`config.mk`:
```
export PLATFORM = sky130hd
export DESIGN_NAME = inert_spi_serf_flat
export DESIGN_NICKNAME = d
export VERILOG_FILES = /design/src/rtl/inert_spi_serf_pkg.sv /design/src/rtl/inert_spi_serf_if.sv /design/src/rtl/inert_spi_serf_shift.sv /design/src/rtl/inert_spi_serf.sv /design/src/flat_wrapper.sv
export SDC_FILE = /design/constraint.sdc
export NUM_CORES = 1
export LEC_CHECK = 0
export CAP_MARGIN = 20
export CORE_MARGIN = 1
export CORE_UTILIZATION = 54
export DETAILED_ROUTE_END_ITERATION = 10
export PLACE_DENSITY = 0.78
export SLEW_MARGIN = 20
export SYNTH_ARGS = -nofsm -noshare
export SYNTH_HDL_FRONTEND = slang
export SYNTH_SLANG_ARGS = --single-unit
```
`constraint.sdc`:
```
create_clock -name clk -period 6.2 [get_ports clk]
set_input_delay 1.55 -clock clk [delete_from_list [all_inputs] [get_ports clk]]
set_output_delay 1.55 -clock clk [all_outputs]
set_load 0.005 [all_outputs]
```
`src/rtl/inert_spi_serf_pkg.sv`:
```
`default_nettype none
`timescale 1ns/1ps
// ============================================================================
// Module : inert_serf_pkg
// Brief  : Register map, field indices and FSM state type for inert_spi_serf.
// Rev    : 1.0  initial release
// ============================================================================
package inert_serf_pkg;

  localparam logic [6:0] ADDR_INT_CTRL = 7'h0D;
  localparam logic [6:0] ADDR_WHO_AM_I = 7'h0F;
  localparam logic [6:0] ADDR_CTRL2_G  = 7'h11;
  localparam logic [6:0] ADDR_CTRL7_G  = 7'h14;
  localparam logic [6:0] ADDR_STATUS   = 7'h1E;
  localparam logic [6:0] ADDR_YAWL     = 7'h26;
  localparam logic [6:0] ADDR_YAWH     = 7'h27;

  localparam int INT_EN_BIT = 1;
  localparam int GDA_BIT    = 1;
  localparam int OVR_BIT    = 7;

  localparam logic [4:0] CMD_BITS   = 5'd8;
  localparam logic [4:0] FRAME_BITS = 5'd16;

  typedef enum logic [1:0] {
    IDLE   = 2'd0,
    CMD    = 2'd1,
    DATA   = 2'd2,
    COMMIT = 2'd3
  } serf_state_t;

endpackage
`default_nettype wire

```
`src/rtl/inert_spi_serf_if.sv`:
```
`default_nettype none
`timescale 1ns/1ps
// ============================================================================
// Module : inert_spi_serf_if
// Brief  : SPI link plus yaw-sample feed between initiator/sensor model and serf.
// Rev    : 1.0  initial release
// ============================================================================
interface inert_spi_serf_if;

  logic        SS_n;
  logic        SCLK;
  logic        MOSI;
  logic        MISO;
  logic [15:0] yaw_in;
  logic        yaw_vld;
  logic        INT;

  modport master (
    output SS_n, SCLK, MOSI, yaw_in, yaw_vld,
    input  MISO, INT
  );

  modport slave (
    input  SS_n, SCLK, MOSI, yaw_in, yaw_vld,
    output MISO, INT
  );

endinterface
`default_nettype wire

```
`src/rtl/inert_spi_serf_shift.sv`:
```
`default_nettype none
`timescale 1ns/1ps
// ============================================================================
// Module : spi_serf_shift
// Brief  : SPI pin synchronisers, edge detect, rx/tx shift registers, bit count.
// Rev    : 1.0  initial release
// ============================================================================
module spi_serf_shift
  import inert_serf_pkg::*;
#(
  parameter int SYNC_STAGES = 2
) (
  input  wire logic        clk,
  input  wire logic        rst,
  input  wire logic        i_ss_n,
  input  wire logic        i_sclk,
  input  wire logic        i_mosi,
  input  wire logic        i_shift_en,
  input  wire logic        i_start,
  input  wire logic        i_tx_load,
  input  wire logic [15:0] i_tx_data,
  output logic             o_ss_fall,
  output logic             o_ss_rise,
  output logic             o_cmd_vld,
  output logic             o_frame_done,
  output logic             o_abort,
  output logic [7:0]       o_rx_byte,
  output logic             o_miso
);

  logic [SYNC_STAGES-1:0] r_ss_sync;
  logic [SYNC_STAGES-1:0] r_sclk_sync;
  logic [SYNC_STAGES-1:0] r_mosi_sync;
  logic                   r_ss_prev;
  logic                   r_sclk_prev;
  logic [7:0]             r_rx_shreg;
  logic [15:0]            r_tx_shreg;
  logic [4:0]             r_bit_cnt;
  logic                   r_miso;

  logic w_ss;
  logic w_sclk;
  logic w_mosi;
  logic w_sclk_rise;
  logic w_shift;

  // Sync flops reset to the idle bus levels so reset never fakes an edge.
  always_ff @(posedge clk or posedge rst) begin
    if (rst) begin
      r_ss_sync   <= '1;
      r_sclk_sync <= '1;
      r_mosi_sync <= '0;
      r_ss_prev   <= 1'b1;
      r_sclk_prev <= 1'b1;
    end else begin
      r_ss_sync   <= {r_ss_sync[SYNC_STAGES-2:0], i_ss_n};
      r_sclk_sync <= {r_sclk_sync[SYNC_STAGES-2:0], i_sclk};
      r_mosi_sync <= {r_mosi_sync[SYNC_STAGES-2:0], i_mosi};
      r_ss_prev   <= r_ss_sync[SYNC_STAGES-1];
      r_sclk_prev <= r_sclk_sync[SYNC_STAGES-1];
    end
  end

  assign w_ss        = r_ss_sync[SYNC_STAGES-1];
  assign w_sclk      = r_sclk_sync[SYNC_STAGES-1];
  assign w_mosi      = r_mosi_sync[SYNC_STAGES-1];
  assign w_sclk_rise = w_sclk & ~r_sclk_prev;
  assign w_shift     = w_sclk_rise & ~w_ss & i_shift_en;

  // Only the low byte of the receive path is ever consumed: it holds the
  // command after rise 8 and the write data after rise 16.
  always_ff @(posedge clk or posedge rst) begin
    if (rst) begin
      r_rx_shreg <= 8'h00;
      r_tx_shreg <= 16'h0000;
      r_bit_cnt  <= 5'd0;
      r_miso     <= 1'b1;
    end else begin
      if (i_start) begin
        r_bit_cnt  <= 5'd0;
        r_tx_shreg <= 16'h0000;
      end else begin
        if (w_shift) begin
          r_rx_shreg <= {r_rx_shreg[6:0], w_mosi};
          r_bit_cnt  <= r_bit_cnt + 5'd1;
        end
        if (i_tx_load) begin
          r_tx_shreg <= i_tx_data;
        end else if (w_shift) begin
          r_tx_shreg <= {r_tx_shreg[14:0], 1'b0};
        end
      end
      r_miso <= w_ss ? 1'b1 : r_tx_shreg[15];
    end
  end

  assign o_ss_fall    = r_ss_prev & ~w_ss;
  assign o_ss_rise    = ~r_ss_prev & w_ss;
  assign o_cmd_vld    = (r_bit_cnt == CMD_BITS);
  assign o_frame_done = o_ss_rise & (r_bit_cnt == FRAME_BITS);
  assign o_abort      = o_ss_rise & (r_bit_cnt != FRAME_BITS);
  assign o_rx_byte    = r_rx_shreg;
  assign o_miso       = r_miso;

endmodule
`default_nettype wire

```
`src/rtl/inert_spi_serf.sv`:
```
`default_nettype none
`timescale 1ns/1ps
// ============================================================================
// Module : inert_spi_serf
// Brief  : SPI serf modelling the inertial sensor: frame FSM, registers, INT.
//          Optional STATUS register at 0x1E under `INERT_SERF_STATUS_EN.
// Rev    : 1.0  initial release
// ============================================================================
module inert_spi_serf
  import inert_serf_pkg::*;
#(
  parameter logic [7:0] WHO_AM_I_VAL = 8'h6A,
  parameter int         SYNC_STAGES  = 2
) (
  input  wire logic        clk,
  input  wire logic        rst,
  inert_spi_serf_if.slave  bus
);

  serf_state_t r_state;
  serf_state_t w_next;

  logic [7:0]  r_cmd;
  logic [7:0]  r_int_ctrl;
  logic [7:0]  r_ctrl2_g;
  logic [7:0]  r_ctrl7_g;
  logic [15:0] r_yaw;
  logic [7:0]  r_yawh_shadow;
  logic        r_int;

  logic        w_start;
  logic        w_tx_load;
  logic        w_cmd_latch;
  logic        w_shift_en;
  logic        w_ss_fall;
  logic        w_ss_rise;
  logic        w_cmd_vld;
  logic        w_frame_done;
  logic        w_abort;
  logic [7:0]  w_rx_byte;
  logic        w_miso;
  logic [7:0]  w_rd_byte;
  logic        w_commit;
  logic        w_rw;
  logic [6:0]  w_addr;
  logic        w_yawh_rd_done;
  logic [7:0]  w_status;

  spi_serf_shift #(
    .SYNC_STAGES (SYNC_STAGES)
  ) u_shift (
    .clk          (clk),
    .rst          (rst),
    .i_ss_n       (bus.SS_n),
    .i_sclk       (bus.SCLK),
    .i_mosi       (bus.MOSI),
    .i_shift_en   (w_shift_en),
    .i_start      (w_start),
    .i_tx_load    (w_tx_load),
    .i_tx_data    ({w_rd_byte, 8'h00}),
    .o_ss_fall    (w_ss_fall),
    .o_ss_rise    (w_ss_rise),
    .o_cmd_vld    (w_cmd_vld),
    .o_frame_done (w_frame_done),
    .o_abort      (w_abort),
    .o_rx_byte    (w_rx_byte),
    .o_miso       (w_miso)
  );

  always_ff @(posedge clk or posedge rst) begin
    if (rst) r_state <= IDLE;
    else     r_state <= w_next;
  end

  always_comb begin
    w_next      = r_state;
    w_start     = 1'b0;
    w_tx_load   = 1'b0;
    w_cmd_latch = 1'b0;
    case (r_state)
      IDLE: begin
        if (w_ss_fall) begin
          w_start = 1'b1;
          w_next  = CMD;
        end
      end
      CMD: begin
        if (w_ss_fall) begin
          w_start = 1'b1;
          w_next  = CMD;
        end else if (w_ss_rise) begin
          w_next = IDLE;
        end else if (w_cmd_vld) begin
          w_cmd_latch = 1'b1;
          w_tx_load   = w_rx_byte[7];
          w_next      = DATA;
        end
      end
      DATA: begin
        if (w_ss_fall) begin
          w_start = 1'b1;
          w_next  = CMD;
        end else if (w_frame_done) begin
          w_next = COMMIT;
        end else if (w_abort) begin
          w_next = IDLE;
        end
      end
      COMMIT: begin
        if (w_ss_fall) begin
          w_start = 1'b1;
          w_next  = CMD;
        end else begin
          w_next = IDLE;
        end
      end
      default: w_next = IDLE;
    endcase
  end

  assign w_shift_en     = (r_state == CMD) || (r_state == DATA);
  assign w_commit       = (r_state == COMMIT);
  assign w_rw           = r_cmd[7];
  assign w_addr         = r_cmd[6:0];
  assign w_yawh_rd_done = w_commit & w_rw & (w_addr == ADDR_YAWH);

`ifdef INERT_SERF_STATUS_EN
  logic r_gda;
  logic r_ovr;

  always_ff @(posedge clk or posedge rst) begin
    if (rst) begin
      r_gda <= 1'b0;
      r_ovr <= 1'b0;
    end else begin
      if (bus.yaw_vld)         r_gda <= 1'b1;
      else if (w_yawh_rd_done) r_gda <= 1'b0;
      if (bus.yaw_vld && r_gda)                              r_ovr <= 1'b1;
      else if (w_commit && w_rw && (w_addr == ADDR_STATUS)) r_ovr <= 1'b0;
    end
  end

  always_comb begin
    w_status          = 8'h00;
    w_status[GDA_BIT] = r_gda;
    w_status[OVR_BIT] = r_ovr;
  end
`else
  assign w_status = 8'h00;
`endif

  // Decoded from the live rx byte: used only in the cycle the command latches.
  always_comb begin
    w_rd_byte = 8'h00;
    case (w_rx_byte[6:0])
      ADDR_INT_CTRL: w_rd_byte = r_int_ctrl;
      ADDR_WHO_AM_I: w_rd_byte = WHO_AM_I_VAL;
      ADDR_CTRL2_G:  w_rd_byte = r_ctrl2_g;
      ADDR_CTRL7_G:  w_rd_byte = r_ctrl7_g;
      ADDR_STATUS:   w_rd_byte = w_status;
      ADDR_YAWL:     w_rd_byte = r_yaw[7:0];
      ADDR_YAWH:     w_rd_byte = r_yawh_shadow;
      default:       w_rd_byte = 8'h00;
    endcase
  end

  always_ff @(posedge clk or posedge rst) begin
    if (rst) begin
      r_cmd         <= 8'h00;
      r_int_ctrl    <= 8'h00;
      r_ctrl2_g     <= 8'h00;
      r_ctrl7_g     <= 8'h00;
      r_yaw         <= 16'h0000;
      r_yawh_shadow <= 8'h00;
    end else begin
      if (w_cmd_latch) begin
        r_cmd <= w_rx_byte;
        // Freeze the high byte alongside the low-byte read for a coherent pair.
        if (w_rx_byte[7] && (w_rx_byte[6:0] == ADDR_YAWL)) begin
          r_yawh_shadow <= r_yaw[15:8];
        end
      end
      if (bus.yaw_vld) begin
        r_yaw <= bus.yaw_in;
      end
      if (w_commit && !w_rw) begin
        case (w_addr)
          ADDR_INT_CTRL: r_int_ctrl <= w_rx_byte;
          ADDR_CTRL2_G:  r_ctrl2_g  <= w_rx_byte;
          ADDR_CTRL7_G:  r_ctrl7_g  <= w_rx_byte;
          default: ;
        endcase
      end
    end
  end

  // Set has priority over the read-clear.
  always_ff @(posedge clk or posedge rst) begin
    if (rst) begin
      r_int <= 1'b0;
    end else if (bus.yaw_vld && r_int_ctrl[INT_EN_BIT]) begin
      r_int <= 1'b1;
    end else if (w_yawh_rd_done) begin
      r_int <= 1'b0;
    end
  end

  assign bus.MISO = w_miso;
  assign bus.INT  = r_int;

endmodule
`default_nettype wire

```
`src/flat_wrapper.sv`:
```
// flat-port wrapper written by rule: the top's interface ports become plain ports
module inert_spi_serf_flat import inert_serf_pkg::*;
#(
  parameter logic [7:0] WHO_AM_I_VAL = 8'h6A,
  parameter int         SYNC_STAGES  = 2
)
  (clk, rst, bus_SS_n, bus_SCLK, bus_MOSI, bus_yaw_in, bus_yaw_vld, bus_MISO, bus_INT);
  inert_spi_serf_if bus_i ();
  input  wire logic clk;
  input  wire logic rst;
  input wire logic [$bits(bus_i.SS_n)-1:0] bus_SS_n;
  input wire logic [$bits(bus_i.SCLK)-1:0] bus_SCLK;
  input wire logic [$bits(bus_i.MOSI)-1:0] bus_MOSI;
  input wire logic [$bits(bus_i.yaw_in)-1:0] bus_yaw_in;
  input wire logic [$bits(bus_i.yaw_vld)-1:0] bus_yaw_vld;
  output wire logic [$bits(bus_i.MISO)-1:0] bus_MISO;
  output wire logic [$bits(bus_i.INT)-1:0] bus_INT;
  assign bus_i.SS_n = bus_SS_n;
  assign bus_i.SCLK = bus_SCLK;
  assign bus_i.MOSI = bus_MOSI;
  assign bus_i.yaw_in = bus_yaw_in;
  assign bus_i.yaw_vld = bus_yaw_vld;
  assign bus_MISO = bus_i.MISO;
  assign bus_INT = bus_i.INT;
  inert_spi_serf #(.WHO_AM_I_VAL(WHO_AM_I_VAL), .SYNC_STAGES(SYNC_STAGES)) u_core (.clk(clk), .rst(rst), .bus(bus_i));
endmodule
```
==> implementation parameters <==
Parameter                              Value

Status
  Outcome    completed

Timing
  Setup clock skew after layout    18.8 ps
  Worst Tran Pin Value    949 ps
  Hold slack    357 ps
  Max-slew violation total from the final report    0
  Setup repair after global routing missed its margin    false
  Maximum achievable frequency    345 MHz
  Final hold violation count    0
  Share of the cycle needed by the critical path after routing    46.8%
  Final TNS setup    0 ps
  Worst setup slack after layout    3300 ps
  Slew HR    36.6%
  Final setup violation count    0
  Final critical delay including setup and external delays    2900 ps

Pwr
  Sw power    0.388 mW
  Clock network fraction of design power    32.7%
  Leak Pwr    2.07 nW
  Total power density per cell area    293 mW/mm^2
  Flop pwr share    51.3%
  Combinational Power Share    16.0%
  Internal power    0.973 mW
  Worst VDD drop    0.146 mV
  Switching power as a share of total power    28.5%

Detailed routing
  Routed WL    7.50 mm
  Vias per Instance    5.73
  DRC marker count from the first detailed-route iteration    133
  DRC errors left    0
  DRT antenna net count    0
  First-pass DRT Iterations    4
  Detailed-route via count    2519
  Detailed-route wire length per cell    17.0 um

Critical path
  Sort of element at the start of the critical path    flop
  CP Buf/Inv Count    1
  RR Endpoint    u_core.r_yawh_shadow[5]$_DFFE_PP0P_
  Category of the most critical setup path    flop to primary output
  Req. time, crit path    4650 ps
  Depth of the worst register-to-register path    6
  Chain of cells forming the critical path    clkdlybuf4s50_1
  Register-to-Register Setup Slack    3730 ps
  Endpoint arrival time on the critical path    1350 ps
  Max FO, Critical Path    1
  Crit-path leading delay family    flip-flops
  Start point of the critical path    u_core.u_shift.o_miso$_DFF_PP1_
  Levels on crit path    1
  RR Startpoint    u_core.u_shift.r_ss_sync[1]$_DFF_PP1_
  End point of the critical path    bus_MISO
  Critical Path Slowest Stage Cell    sky130_fd_sc_hd__dfstp_2
  CP Capture Type    primary output
  Largest stage delay, worst path    520 ps

Yosys
  Post-synth top area share    50.0%
  Cell area after technology mapping    0.00410 sq mm
  Dominant cells by area after synthesis    sky130_fd_sc_hd__dfrtp_1 50%, sky130_fd_sc_hd__mux2_2 21%, sky130_fd_sc_hd__dfstp_2 4.5%, sky130_fd_sc_hd__ha_1 2.4%, sky130_fd_sc_hd__nand3_1 1.7%
  Syn avg cell area    13.1 sq um
  Cell accounting for the most synthesized area    sky130_fd_sc_hd__dfrtp_1
  Most used flip-flop cell after synthesis    sky130_fd_sc_hd__dfrtp_1
  Top cells by instance count after synthesis    82 x sky130_fd_sc_hd__dfrtp_1, 78 x sky130_fd_sc_hd__mux2_2, 14 x sky130_fd_sc_hd__inv_1, 14 x sky130_fd_sc_hd__nand3_1, 11 x sky130_fd_sc_hd__nand2_1
  Number of standard cells after synthesis    314
  Seq/Total Area, Yosys    54.5%
  Number of flops mapped to enable cells by yosys    0
  Proportion of synthesized flip-flops having asynchronous set or reset    100%
  Number of register bits inferred by synthesis    89
  Syn nets    344
  Netlist cell types    42
  Most numerous cell in the Yosys netlist    sky130_fd_sc_hd__dfrtp_1
  Yosys warns    0

Run
  Number of max-cap violations    0

Floorplan
  Chip width    89.2 um
  Initial Util    56.3%
  Die area    0.00795 sq mm
  Row cnt    31
  Top-level I/O count    24
  Height of the chip    89.2 um
  Core ar.    0.00729 sq mm

Hold path
  Number of cells on the worst hold path    0
  Worst min-delay path category    flop to flop

GRT
  First-pass GRT wire length    12.5 mm
  Pin count of the biggest net entering global routing    50
  Antenna violations before repair    0
  Via count of the first global-routing pass    2597
  Combined global-route utilization of all metal layers    21.4%
  GR Overflow Total    0

Clock tree
  Clock tree from TritonCTS    yes
  Latest clock arrival within the worst-skew pair    350 ps
  Post-CTS Repair Setup Buffers    0
  Clk sinks    89
  Total clock buffers created by CTS    9
  Max Buffers Root-to-Sink    2
  Reg clk slew, reported paths    90 ps
  Post-cts sizing count    0
  H-tree Lvls    3
  CTS Hold Bufs    0
  Clk root buf    sky130_fd_sc_hd__clkbuf_8

Place
  HPWL Detailed    5.17 mm
  Placer Congestion    0.799
  Post-placement worst setup slack    3100 ps
  Number of I/O port buffers    23

Layout
  Layout overhead on the synthesized area    13.1%
  Net count, final    366
  Number of diodes    0
  Fraction of final layout cells with drive strength greater than 1    35.8%
==> per-layer routing <==
layer | part of all wire [%] | global-route usage (%) | up-vias | routed length, um
met5 | 0 | 0 | - | 0
met3 | 2.2 | 3.97 | 13 | 168
li1 | - | - | 1177 | -
met1 | 47 | 28.0 | 1299 | 3540
met4 | 1.7 | 9.38 | 0 | 131
met2 | 49 | 35.0 | 30 | 3660
==> state kept, by name, summed over array words and instances (netlist names) <==
name / cells
u_core.u_shift.o_miso: 1
u_core.r_state: 2
u_core.r_int_ctrl: 8
u_core.r_cmd: 8
u_core.r_yawh_shadow: 8
u_core.r_ctrl7_g: 8
u_core.u_shift.r_tx_shreg: 8
u_core.u_shift.r_bit_cnt: 5
u_core.u_shift.r_ss_sync: 2
u_core.u_shift.r_ss_prev: 1
u_core.u_shift.r_sclk_sync: 2
u_core.u_shift.r_mosi_sync: 2
u_core.r_ctrl2_g: 8
u_core.u_shift.o_rx_byte: 8
u_core.r_yaw: 16
u_core.bus.INT: 1
u_core.u_shift.r_sclk_prev: 1
==> worst min-delay path by stage <==
| stage | from | to | slack [ps] |
|---|---|---|---|
| after floorplan | u_core.u_shift.r_mosi_sync[0]$_DFF_PP0_ | u_core.u_shift.r_mosi_sync[1]$_DFF_PP0_ | 330 |
| after global placement | u_core.u_shift.r_mosi_sync[0]$_DFF_PP0_ | u_core.u_shift.r_mosi_sync[1]$_DFF_PP0_ | 340 |
| after detailed placement | u_core.u_shift.r_mosi_sync[0]$_DFF_PP0_ | u_core.u_shift.r_mosi_sync[1]$_DFF_PP0_ | 340 |
| after CTS | u_core.u_shift.r_sclk_sync[0]$_DFF_PP1_ | u_core.u_shift.r_sclk_sync[1]$_DFF_PP1_ | 360 |
| after global routing | u_core.u_shift.r_ss_sync[0]$_DFF_PP1_ | u_core.u_shift.r_ss_sync[1]$_DFF_PP1_ | 370 |
| final | u_core.u_shift.r_mosi_sync[0]$_DFF_PP0_ | u_core.u_shift.r_mosi_sync[1]$_DFF_PP0_ | 360 |
==> final cells by class <==
cell class | instances | area, sq um
inverter | 14 | 53.8
multi-input combinational | 196 | 1750
clock inverter | 6 | 90.1
sequential | 89 | 2240
clock buffer | 10 | 138
fill | 594 | 2650
timing repair buffer | 26 | 253
tap | 99 | 124
==> through the flow <==
step | instance area, sq um | utilization [%] | std cells | total power [mW]
global route | 4640 | 63.7 | 440 | 1.43
global placement | 4420 | 60.6 | 424 | 0.918
detailed placement | 4420 | 60.6 | 424 | 0.926
floorplan | 4100 | - | 314 | 0.862
finish | 4640 | 63.7 | 440 | 1.36
CTS | 4640 | 63.7 | 440 | 1.37
==> cells by family (layout without fill, tap and decap cells) <==
logic type | Yosys count | after routing | share of synthesized area (%)
and+or+nand+nor | 74 | 74 | 11.6
AOI/OAI and AO/OA | 30 | 30 | 5.70
xor gates and xnor gates | 4 | 4 | 0.854
muxes | 80 | 80 | 21.9
buffers and inverters | 29 | 56 | 3.05
adders and majority gates | 8 | 8 | 2.44
DFF | 89 | 89 | 54.5
==> power groups by stage <==
stage | sequential, mW | clock, mW | combinational, mW
finish | 0.698 | 0.446 | 0.217
global route | 0.706 | 0.482 | 0.244
CTS | 0.697 | 0.453 | 0.219
detailed placement | 0.708 | 0 | 0.218
global placement | 0.704 | 0 | 0.213
floorplan | 0.651 | 0 | 0.211
==> layout by cell type, fill, tap and decap left out, types with 5 or more instances in the layout <==
cell type                         count
sky130_fd_sc_hd__a22oi_1              5
sky130_fd_sc_hd__clkbuf_8            10
sky130_fd_sc_hd__clkdlybuf4s50_1     23
sky130_fd_sc_hd__dfrtp_1             82
sky130_fd_sc_hd__dfstp_2              7
sky130_fd_sc_hd__ha_1                 8
sky130_fd_sc_hd__inv_1               13
sky130_fd_sc_hd__mux2_2              78
sky130_fd_sc_hd__nand2_1             11
sky130_fd_sc_hd__nand3_1             14
sky130_fd_sc_hd__nor2_1              10
sky130_fd_sc_hd__nor2b_1              8
sky130_fd_sc_hd__o21ai_0              5
Power figures use the tool's default switching activity.
